`config.mk`:
```
export PLATFORM = sky130hd
export DESIGN_NAME = viterbi_decode
export DESIGN_NICKNAME = d
export VERILOG_FILES = /design/src/rtl/viterbi_pkg.sv /design/src/rtl/viterbi_decode_acs.sv /design/src/rtl/viterbi_decode.sv
export SDC_FILE = /design/constraint.sdc
export NUM_CORES = 1
export LEC_CHECK = 0
export CORE_MARGIN = 10
export CORE_UTILIZATION = 40
export CTS_CLUSTER_DIAMETER = 150
export DETAILED_ROUTE_END_ITERATION = 12
export SYNTH_ARGS = -nofsm -noshare
export SYNTH_HDL_FRONTEND = slang
export SYNTH_SLANG_ARGS = --single-unit
```
`constraint.sdc`:
```
create_clock -name clk -period 7.42 [get_ports clk]
set_input_delay 1.484 -clock clk [delete_from_list [all_inputs] [get_ports clk]]
set_output_delay 1.484 -clock clk [all_outputs]
set_load 0.01 [all_outputs]
```
`src/rtl/viterbi_pkg.sv`:
```
`default_nettype none
// ---------------------------------------------------------------------------
// viterbi_pkg: trellis constants and helpers for the rate-2/3 Viterbi decoder.
// Rev 1.0
// ---------------------------------------------------------------------------
package viterbi_pkg;

  localparam int NUM_STATES  = 4;
  localparam int INIT_PM_DEF = 7;

  // State {a,b} = {X1N_1, X1N_2}
  typedef logic [1:0] state_t;

  function automatic logic expected_y1(input state_t s, input logic u);
    return u ^ s[0];
  endfunction

  function automatic logic expected_y0(input state_t s);
    return s[1];
  endfunction

  function automatic state_t next_state(input state_t s, input logic u);
    return {u, s[1]};
  endfunction

  function automatic state_t pred(input state_t ns, input logic b);
    return {ns[0], b};
  endfunction

  function automatic logic [1:0] branch_metric(input logic y1, input logic y0,
                                               input state_t s, input logic u);
    return {1'b0, y1 ^ expected_y1(s, u)} + {1'b0, y0 ^ expected_y0(s)};
  endfunction

endpackage
`default_nettype wire

```
`src/rtl/viterbi_decode_acs.sv`:
```
`default_nettype none
// ---------------------------------------------------------------------------
// viterbi_acs: add-compare-select for one next state, saturating add.
// Rev 1.0
// ---------------------------------------------------------------------------
module viterbi_acs
  import viterbi_pkg::*;
#(
  parameter int PM_W = 4
) (
  input  logic [PM_W-1:0] pm0_i,
  input  logic [PM_W-1:0] pm1_i,
  input  logic [1:0]      bm0_i,
  input  logic [1:0]      bm1_i,
  output logic [PM_W-1:0] pm_o,
  output logic            dec_o
);

  logic [PM_W:0]   sum0;
  logic [PM_W:0]   sum1;
  logic [PM_W-1:0] cand0;
  logic [PM_W-1:0] cand1;

  always_comb begin
    sum0  = {1'b0, pm0_i} + {{(PM_W-1){1'b0}}, bm0_i};
    sum1  = {1'b0, pm1_i} + {{(PM_W-1){1'b0}}, bm1_i};
    cand0 = sum0[PM_W] ? '1 : sum0[PM_W-1:0];
    cand1 = sum1[PM_W] ? '1 : sum1[PM_W-1:0];
    // Strict compare: a tie keeps the b=0 predecessor
    dec_o = (cand1 < cand0);
    pm_o  = dec_o ? cand1 : cand0;
  end

endmodule
`default_nettype wire

```
`src/rtl/viterbi_decode.sv`:
```
`default_nettype none
// ---------------------------------------------------------------------------
// viterbi_decode: hard-decision 4-state register-exchange Viterbi decoder.
// Rev 1.0
// ---------------------------------------------------------------------------
module viterbi_decode
  import viterbi_pkg::*;
#(
  parameter int TB_DEPTH = 12,
  parameter int PM_W     = 4,
  parameter int INIT_PM  = INIT_PM_DEF
) (
  input  logic            clk,
  input  logic            res,
  input  logic            sync_clr,
  input  logic            in_valid,
  input  logic            y2_in,
  input  logic            y1_in,
  input  logic            y0_in,
  output logic            out_valid,
  output logic            x2_out,
  output logic            x1_out,
  output logic [PM_W-1:0] best_pm
);

  localparam int FILL_W = $clog2(TB_DEPTH);
  localparam logic [FILL_W-1:0] FILL_MAX = FILL_W'(TB_DEPTH - 1);

  logic [PM_W-1:0]     pm_q    [NUM_STATES];
  logic [PM_W-1:0]     pm_d    [NUM_STATES];
  logic [TB_DEPTH-1:0] surv_q  [NUM_STATES];
  logic [TB_DEPTH-1:0] surv_d  [NUM_STATES];
  logic [TB_DEPTH-1:0] y2_q, y2_d;
  logic [FILL_W-1:0]   fill_q, fill_d;
  state_t              best_q, best_d;
  logic [PM_W-1:0]     best_pm_q, best_pm_d;
  logic                out_valid_q, out_valid_d;

  logic [PM_W-1:0]     cand    [NUM_STATES];
  logic                dec     [NUM_STATES];
  logic [TB_DEPTH-1:0] surv_nx [NUM_STATES];
  logic [PM_W-1:0]     min_pm;
  state_t              best_nx;
  logic [PM_W:0]       acc;

  for (genvar g = 0; g < NUM_STATES; g++) begin : g_acs
    localparam state_t NS = state_t'(g);
    logic [1:0] bm0;
    logic [1:0] bm1;

    assign bm0 = branch_metric(y1_in, y0_in, pred(NS, 1'b0), NS[1]);
    assign bm1 = branch_metric(y1_in, y0_in, pred(NS, 1'b1), NS[1]);

    viterbi_acs #(.PM_W(PM_W)) u_acs (
      .pm0_i (pm_q[pred(NS, 1'b0)]),
      .pm1_i (pm_q[pred(NS, 1'b1)]),
      .bm0_i (bm0),
      .bm1_i (bm1),
      .pm_o  (cand[g]),
      .dec_o (dec[g])
    );

    assign surv_nx[g] = {surv_q[pred(NS, dec[g])][TB_DEPTH-2:0], NS[1]};
  end

  always_comb begin
    min_pm  = cand[0];
    best_nx = '0;
    for (int s = 1; s < NUM_STATES; s++) begin
      if (cand[s] < min_pm) begin
        min_pm  = cand[s];
        best_nx = state_t'(s);
      end
    end
    // best_pm accumulates the per-step normalization offset, i.e. the
    // un-normalized metric of the winning path
    acc = {1'b0, best_pm_q} + {1'b0, min_pm};

    pm_d        = pm_q;
    surv_d      = surv_q;
    y2_d        = y2_q;
    fill_d      = fill_q;
    best_d      = best_q;
    best_pm_d   = best_pm_q;
    out_valid_d = 1'b0;

    if (sync_clr) begin
      for (int s = 0; s < NUM_STATES; s++) begin
        pm_d[s]   = (s == 0) ? '0 : PM_W'(INIT_PM);
        surv_d[s] = '0;
      end
      y2_d      = '0;
      fill_d    = '0;
      best_d    = '0;
      best_pm_d = '0;
    end else if (in_valid) begin
      for (int s = 0; s < NUM_STATES; s++) begin
        pm_d[s]   = cand[s] - min_pm;
        surv_d[s] = surv_nx[s];
      end
      y2_d        = {y2_q[TB_DEPTH-2:0], y2_in};
      fill_d      = (fill_q == FILL_MAX) ? fill_q : fill_q + FILL_W'(1);
      best_d      = best_nx;
      best_pm_d   = acc[PM_W] ? '1 : acc[PM_W-1:0];
      out_valid_d = (fill_q == FILL_MAX);
    end
  end

  always_ff @(posedge clk or posedge res) begin
    if (res) begin
      for (int s = 0; s < NUM_STATES; s++) begin
        pm_q[s]   <= (s == 0) ? '0 : PM_W'(INIT_PM);
        surv_q[s] <= '0;
      end
      y2_q        <= '0;
      fill_q      <= '0;
      best_q      <= '0;
      best_pm_q   <= '0;
      out_valid_q <= 1'b0;
    end else begin
      pm_q        <= pm_d;
      surv_q      <= surv_d;
      y2_q        <= y2_d;
      fill_q      <= fill_d;
      best_q      <= best_d;
      best_pm_q   <= best_pm_d;
      out_valid_q <= out_valid_d;
    end
  end

  // Oldest bits are taken from registered state, so outputs hold across gaps
  assign out_valid = out_valid_q;
  assign x2_out    = y2_q[TB_DEPTH-1];
  assign x1_out    = surv_q[best_q][TB_DEPTH-1];
  assign best_pm   = best_pm_q;

endmodule
`default_nettype wire

```
Word-level counts from Yosys, hierarchy flattened
Cells that the tools add are included.
{ "totals": {"ff_bits": 87, "in_bits": 7, "word_cells": 103, "output_inout_bits": 7} }
{ "op_classes": {"reduce_logical": 2, "bitwise": 7, "n_eq_ne": 2, "addsub": 18, "mux": 49, "order_cmp": 12} }
{ "op_table": {"columns": ["op", "count"], "rows": [
  ["binary-select mux 12 bit (select 2 bit)", 5],
  ["two-way mux 48 bit", 2],
  ["two-way mux 11 bit", 8],
  ["two-way mux 4 bit", 21],
  ["two-way mux 12 bit", 4],
  ["adder 4 x 2 -> 5 bit", 8],
  ["two-way mux 16 bit", 2],
  ["less-than comparator 4 bit", 7],
  ["subtractor 4 bit", 4],
  ["greater-or-equal comparator 3 bit (second input constant)", 5],
  ["inverter 2 -> 3 bit", 3],
  ["adder 1 x 1 -> 2 bit", 4],
  ["two-way mux 2 bit", 4],
  ["inverter 1 -> 3 bit", 2],
  ["adder 4 x 4 -> 5 bit", 1],
  ["adder 4 x 1 -> 4 bit (second input constant)", 1],
  ["== test 4 bit (second input constant)", 1],
  ["two-way mux 1 bit", 3],
  ["inequality test 2 bit (second input constant)", 1],
  ["inverter 1 bit", 2],
  ["AND reduction 2 bit", 1],
  ["nonzero test 2 bit", 1]
]} }

Longest topological paths before layout
{ "depth": {"word_depth": 16, "mapped_depth": 42, "mapped_depth_nobuf": 42} }

Cells and area by module
From an unflattened synthesis, not the netlist that was laid out.
{ "unflattened": {"cells_unflattened": 683, "hier_area_um2": 6505.0} }
{ "by_module_without_submodules": {"columns": ["module", "cells_per_inst", "seq_area_each_um2", "instances", "area_per_inst_um2"], "rows": [
  ["viterbi_decode", 483, 2063.2, 1, 4823.4],
  ["viterbi_acs", 50, 0.0, 4, 420.4]
]} }

Worst setup path before layout
OpenSTA, ideal clock, no wires.
{ "synth_timing": {"kind": "input port to flip-flop", "startpoint": "input y1_in", "endpoint": "register pm_q[15] in the netlist's numbering", "n_path_buf": 0, "required_time_ns": 7.288, "arrival_time_ns": 8.566, "path_slack_ns": -1.278, "setup_time_ns": 0.132, "path_stages": 38, "cell_sequence": "inv_1 > ha_1 > inv_1 > ha_1 > ha_1 > a21oi_1 > mux2i_1 > inv_1 > ha_1 > a21oi_1 > nor2_1 > nor2_1 > o31a_1 > mux2i_1 > inv_1 > ha_1 > a21oi_1 > inv_1 > [2 not listed] > ha_1 > nand2_1 > or2_2 > o31ai_4 > mux2i_1 > inv_1 > ha_1 > o21ai_0 > a21oi_1 > nor2_1 > a31oi_4 > mux2i_1 > ha_1 > a21o_1 > a21oi_1 > xnor2_1 > mux2i_1 > nor2_1"} }
{ "synth_between": {"elab_chain_len": 15, "word_cells_on_any_way": 38, "cone_classes": "add/sub (13); order compare (7); mux (17); bitwise (1)"} }
{ "synth_lines": {"columns": ["item", "line_no", "rtl"], "rows": [
  ["start: declaration", "viterbi_decode.sv:18", "input logic y1_in,"],
  ["inverter 1 bit (no source line)", null, null],
  ["adder 1 x 1 -> 2 bit", "viterbi_pkg.sv:32", "return {1'b0, y1 ^ expected_y1(s, u)} + {1'b0, y0 ^ expected_y0(s)};"],
  ["adder 4 x 2 -> 5 bit", "viterbi_decode_acs.sv:26", "sum1 = {1'b0, pm1_i} + {{(PM_W-1){1'b0}}, bm1_i};"],
  ["two-way mux 4 bit", "viterbi_decode_acs.sv:28", "cand1 = sum1[PM_W] ? '1 : sum1[PM_W-1:0];"],
  ["less-than comparator 4 bit", "viterbi_decode_acs.sv:30", "dec_o = (cand1 < cand0);"],
  ["two-way mux 4 bit", "viterbi_decode_acs.sv:31", "pm_o = dec_o ? cand1 : cand0;"],
  ["less-than comparator 4 bit", "viterbi_decode.sv:70", "if (cand[s] < min_pm) begin"],
  ["two-way mux 4 bit", "viterbi_decode.sv:70", null],
  ["less-than comparator 4 bit", "viterbi_decode.sv:70", null],
  ["two-way mux 4 bit", "viterbi_decode.sv:70", null],
  ["less-than comparator 4 bit", "viterbi_decode.sv:70", null],
  ["two-way mux 4 bit", "viterbi_decode.sv:70", null],
  ["subtractor 4 bit *", "viterbi_decode.sv:98", "pm_d[s] = cand[s] - min_pm;"],
  ["two-way mux 16 bit *", "viterbi_decode.sv:96", "end else if (in_valid) begin"],
  ["two-way mux 16 bit *", "viterbi_decode.sv:87", "if (sync_clr) begin"],
  ["end signal: indexed assignment", "viterbi_decode.sv:112", "pm_q[s] <= (s == 0) ? '0 : PM_W'(INIT_PM);"],
  ["end signal: assignment", "viterbi_decode.sv:121", "pm_q <= pm_d;"],
  ["end: declaration", "viterbi_decode.sv:29", "logic [PM_W-1:0] pm_q [NUM_STATES];"]
]} }
Mark *: on every way between the ends. The rest lies on a longest branch, timed or not. The select of a mux whose other input is x is not followed.
A chain may end at the register's enable or synchronous reset.

Worst setup path after layout
{ "layout_timing": {"startpoint": "input y1_in", "endpoint": "register best_pm_q[1], in the netlist best_pm[1]"} }
{ "layout_between": {"elab_chain_len": 16, "word_cells_on_any_way": 39, "cone_classes": "add/sub (13); order compare (7); mux (18); bitwise (1)"} }
{ "layout_lines": {"columns": ["item", "line_no", "rtl"], "rows": [
  ["inverter 1 bit (no source line)", null, null],
  ["adder 1 x 1 -> 2 bit", "viterbi_pkg.sv:32", null],
  ["adder 4 x 2 -> 5 bit", "viterbi_decode_acs.sv:26", null],
  ["two-way mux 4 bit", "viterbi_decode_acs.sv:28", null],
  ["less-than comparator 4 bit", "viterbi_decode_acs.sv:30", null],
  ["two-way mux 4 bit", "viterbi_decode_acs.sv:31", null],
  ["less-than comparator 4 bit", "viterbi_decode.sv:70", null],
  ["two-way mux 4 bit", "viterbi_decode.sv:70", null],
  ["less-than comparator 4 bit", "viterbi_decode.sv:70", null],
  ["two-way mux 4 bit", "viterbi_decode.sv:70", null],
  ["less-than comparator 4 bit", "viterbi_decode.sv:70", null],
  ["two-way mux 4 bit *", "viterbi_decode.sv:70", null],
  ["adder 4 x 4 -> 5 bit *", "viterbi_decode.sv:77", "acc = {1'b0, best_pm_q} + {1'b0, min_pm};"],
  ["two-way mux 4 bit *", "viterbi_decode.sv:104", "best_pm_d = acc[PM_W] ? '1 : acc[PM_W-1:0];"],
  ["two-way mux 4 bit *", "viterbi_decode.sv:96", null],
  ["two-way mux 4 bit *", "viterbi_decode.sv:87", null],
  ["end signal: assignment", "viterbi_decode.sv:126", "best_pm_q <= best_pm_d;"],
  ["end: declaration", "viterbi_decode.sv:36", "logic [PM_W-1:0] best_pm_q, best_pm_d;"]
]} }
Marked as above.

==> results.json <==
{
  "fp.dieH_um": 143.6,
  "fin_worst_skew_ps": 5.696,
  "final_max_slew_viol_count": 0,
  "start_kind": "primary input",
  "cp_max_fo": 5,
  "globalplace.congestion": 0.8963,
  "syn-instance-count": 642,
  "synth_top_area_share_pct": 29.51,
  "grt_pass1_vias": 5227,
  "clk_latency_ps": 340,
  "grt_pass1_wl_mm": 25.27,
  "syn_to_final_growth_pct": 32.75,
  "end_kind": "register",
  "grt_antenna_before_repair": 0,
  "yosys_warnings": 0,
  "period_minus_slack_ps": 8367,
  "fill_cells": 1327,
  "critPathKind": "in -> reg",
  "holdWs_ps": 506.7,
  "fin_crit_sh_pct": 112.8,
  "synth_enable_flop_cells": 0,
  "cp.arrival_ps": 8550,
  "max-slew-margin-rel_pct": 31.69,
  "routed_via_density": 5.350,
  "wl_per_cell_um": 16.07,
  "final_util_pct": 53.71,
  "diodes": 0,
  "firstDrtPassIters": 4,
  "tightest_slew_ps": 1025,
  "wl_mm": 15.22,
  "numPortBuffers": 13,
  "ys_top_cells_by_area": "dfrtp_1, ha_1, mux2i_1",
  "overflow": 0,
  "critPathMaxStageDelay_ps": 450,
  "syn_avg_cell_area_um2": 9.511,
  "die-area_um2": 20610,
  "hpwl_mm": 10.87,
  "cts.sinks": 81,
  "grt_max_degree": 82,
  "clock_path_buffers": 2,
  "final_nets": 834,
  "cts_buffers": 9,
  "dr_total_vias": 5066,
  "drc": 0,
  "finalWorstSetupSlack_ps": -947.0,
  "coreArea_um2": 15090,
  "setup_violations": 20,
  "drv_cap": 0,
  "ant_nets": 0,
  "tritoncts": "yes",
  "min_path_type": "reg -> reg",
  "rsz0062_at_grt": "yes",
  "die_x_um": 143.6,
  "async_reset_ff_share_pct": 100.0,
  "ys_seq_elements": 81,
  "cp.required_ps": 7600,
  "seqCellArea_um2": 2038,
  "synth-main-ff-cell": "dfrtp_1",
  "worst_path_max_delay_cell": "o41ai_4",
  "clk_pin_slew_ps": 60,
  "hold_viol": 0,
  "crit_path_frequent_cell": "ha_4",
  "drive_above_1_share_pct": 32.02,
  "synth_fp_nets": 722,
  "start_util_pct": 40.46,
  "violations": "setup timing",
  "cts_root_buf": "clkbuf_16",
  "yosysUniqueCellTypes": 57,
  "htree_levels": 3,
  "status": "complete, but fails checks",
  "seq_area_frac_synth_pct": 33.38,
  "grt_util_all_layers_pct": 15.03,
  "synth_top_area_cell": "dfrtp_1",
  "multi_input_area_um2": 4230,
  "pin_count": 14,
  "fmax_mhz": 119.5,
  "rows": 45,
  "netlist_area_um2": 6106,
  "drt-initial-drc-count": 284
}
state kept, by name, summed over array words and instances (netlist names):
register,flops
best_pm,4
out_valid,1
fill_q,4
best_q,2
y2_q,12
surv_q,42
pm_q,16
cell usage in the layout, fill, tap and decap left out, types with 8 or more instances in the layout:
master           instances
a211oi_1                40
a21o_1                   9
a21oi_1                 25
a21oi_2                 11
buf_4                  111
buf_6                   11
clkbuf_16                9
clkdlybuf4s50_1          9
dfrtp_1                 72
dfstp_2                  9
ha_1                    51
ha_4                    15
inv_1                   30
mux2i_1                 62
nand2_1                 23
nand2b_1                 8
nor2_1                  96
xnor2_1                  8
xor2_1                  12
cell usage after synthesis, types with 2 or more instances:
library cell and count:
a211o_1 5, a211oi_1 44, a21boi_0 6, a21o_1 9
a21oi_1 37, a21oi_2 2, a22o_1 4, a41oi_1 4
and2_1 3, buf_2 7, clkbuf_1 26, dfrtp_1 72
dfstp_2 9, fa_1 5, ha_1 68, inv_1 39
mux2_2 2, mux2_4 2, mux2i_1 71, nand2_1 26
nand2b_1 10, nand3_1 5, nand3b_1 3, nor2_1 100
nor2b_1 5, nor3_1 6, o21ai_0 12, o22a_1 4
o31a_1 3, o31ai_1 2, o31ai_4 2, or2_2 3
xnor2_1 11, xor2_1 12
critical path: cells and delay by family:
kind                     cells  cell delay (ps)
multiplexers                 5             1540
AND/OR/NAND/NOR              7              740
adder cells (fa/ha/maj)      8             1880
buffers and inverters        7              600
AO/OA/AOI/OAI               11             2300
path summary, 6_finish.rpt:
check                                           start                      to  slack (ps)  cells after the start
worst max register to register    pm_q[9]$_DFFE_PP1P_  best_pm[1]$_DFFE_PP0P_          20                     31
min in group asynchronous                         res     y2_q[0]$_DFFE_PP0P_        1790                      3
worst min-delay path            surv_q[0]$_DFFE_PP0P_   surv_q[0]$_DFFE_PP0P_         510                      2
max in group asynchronous                         res     pm_q[7]$_DFFE_PP0P_        4970                      3
worst max-delay path                            y1_in  best_pm[1]$_DFFE_PP0P_        -950                     38
worst min register to register  surv_q[0]$_DFFE_PP0P_   surv_q[0]$_DFFE_PP0P_         510                      2
per-stage QoR:
stage / cells / worst slack, ps / setup TNS [ps] / cell area [um^2]
6_report: 947 / -947.0 / -14130 / 8105
5_1_grt: 947 / -1272 / -21740 / 8105
4_1_cts: 937 / -830.9 / -12080 / 7879
3_5_place_dp: 906 / -1766 / -31650 / 7261
3_3_place_gp: 906 / -1520 / -26900 / 7261
2_1_floorplan: 642 / -706.9 / -9085 / 6310
cells by family (layout without fill, tap and decap cells):
kind of cell,Yosys count,count (layout),share of synthesized area [%]
and+or+nand+nor,167,167,11.87
AOI/OAI and AO/OA,147,147,18.16
DFF,81,81,33.38
muxes,76,76,12.87
adders and majority gates,74,74,15.74
buffers and inverters,74,191,4.692
xor gates and xnor gates,23,23,3.299
what timing repair did:
action	CTS	global route
gates resized for setup	36	36
hold buffers	0	0
setup buffers	16	10
pin swaps	37	31
endpoints found under the setup margin	22	22
area by class of cell:
type | count | area share (%)
sequential | 81 | 25.15
multi-input combinational | 487 | 52.19
inverter | 40 | 2.022
clock buffer | 12 | 3.165
clock inverter | 4 | 0.9108
timing repair buffer | 135 | 13.66
tap | 188 | 2.902
routing by layer:
layer / GRT usage (%) / wire length [um] / vias to the layer above
met5: 0 / 0 / -
met1: 18.50 / 6868 / 2483
met2: 26.14 / 7650 / 61
li1: - / - / 2505
met3: 2.376 / 490 / 17
met4: 4.890 / 206 / 0
Power is left out: the tool's default activity adds up to more than one toggle a clock period on the data nets, which glitch-free logic cannot reach.
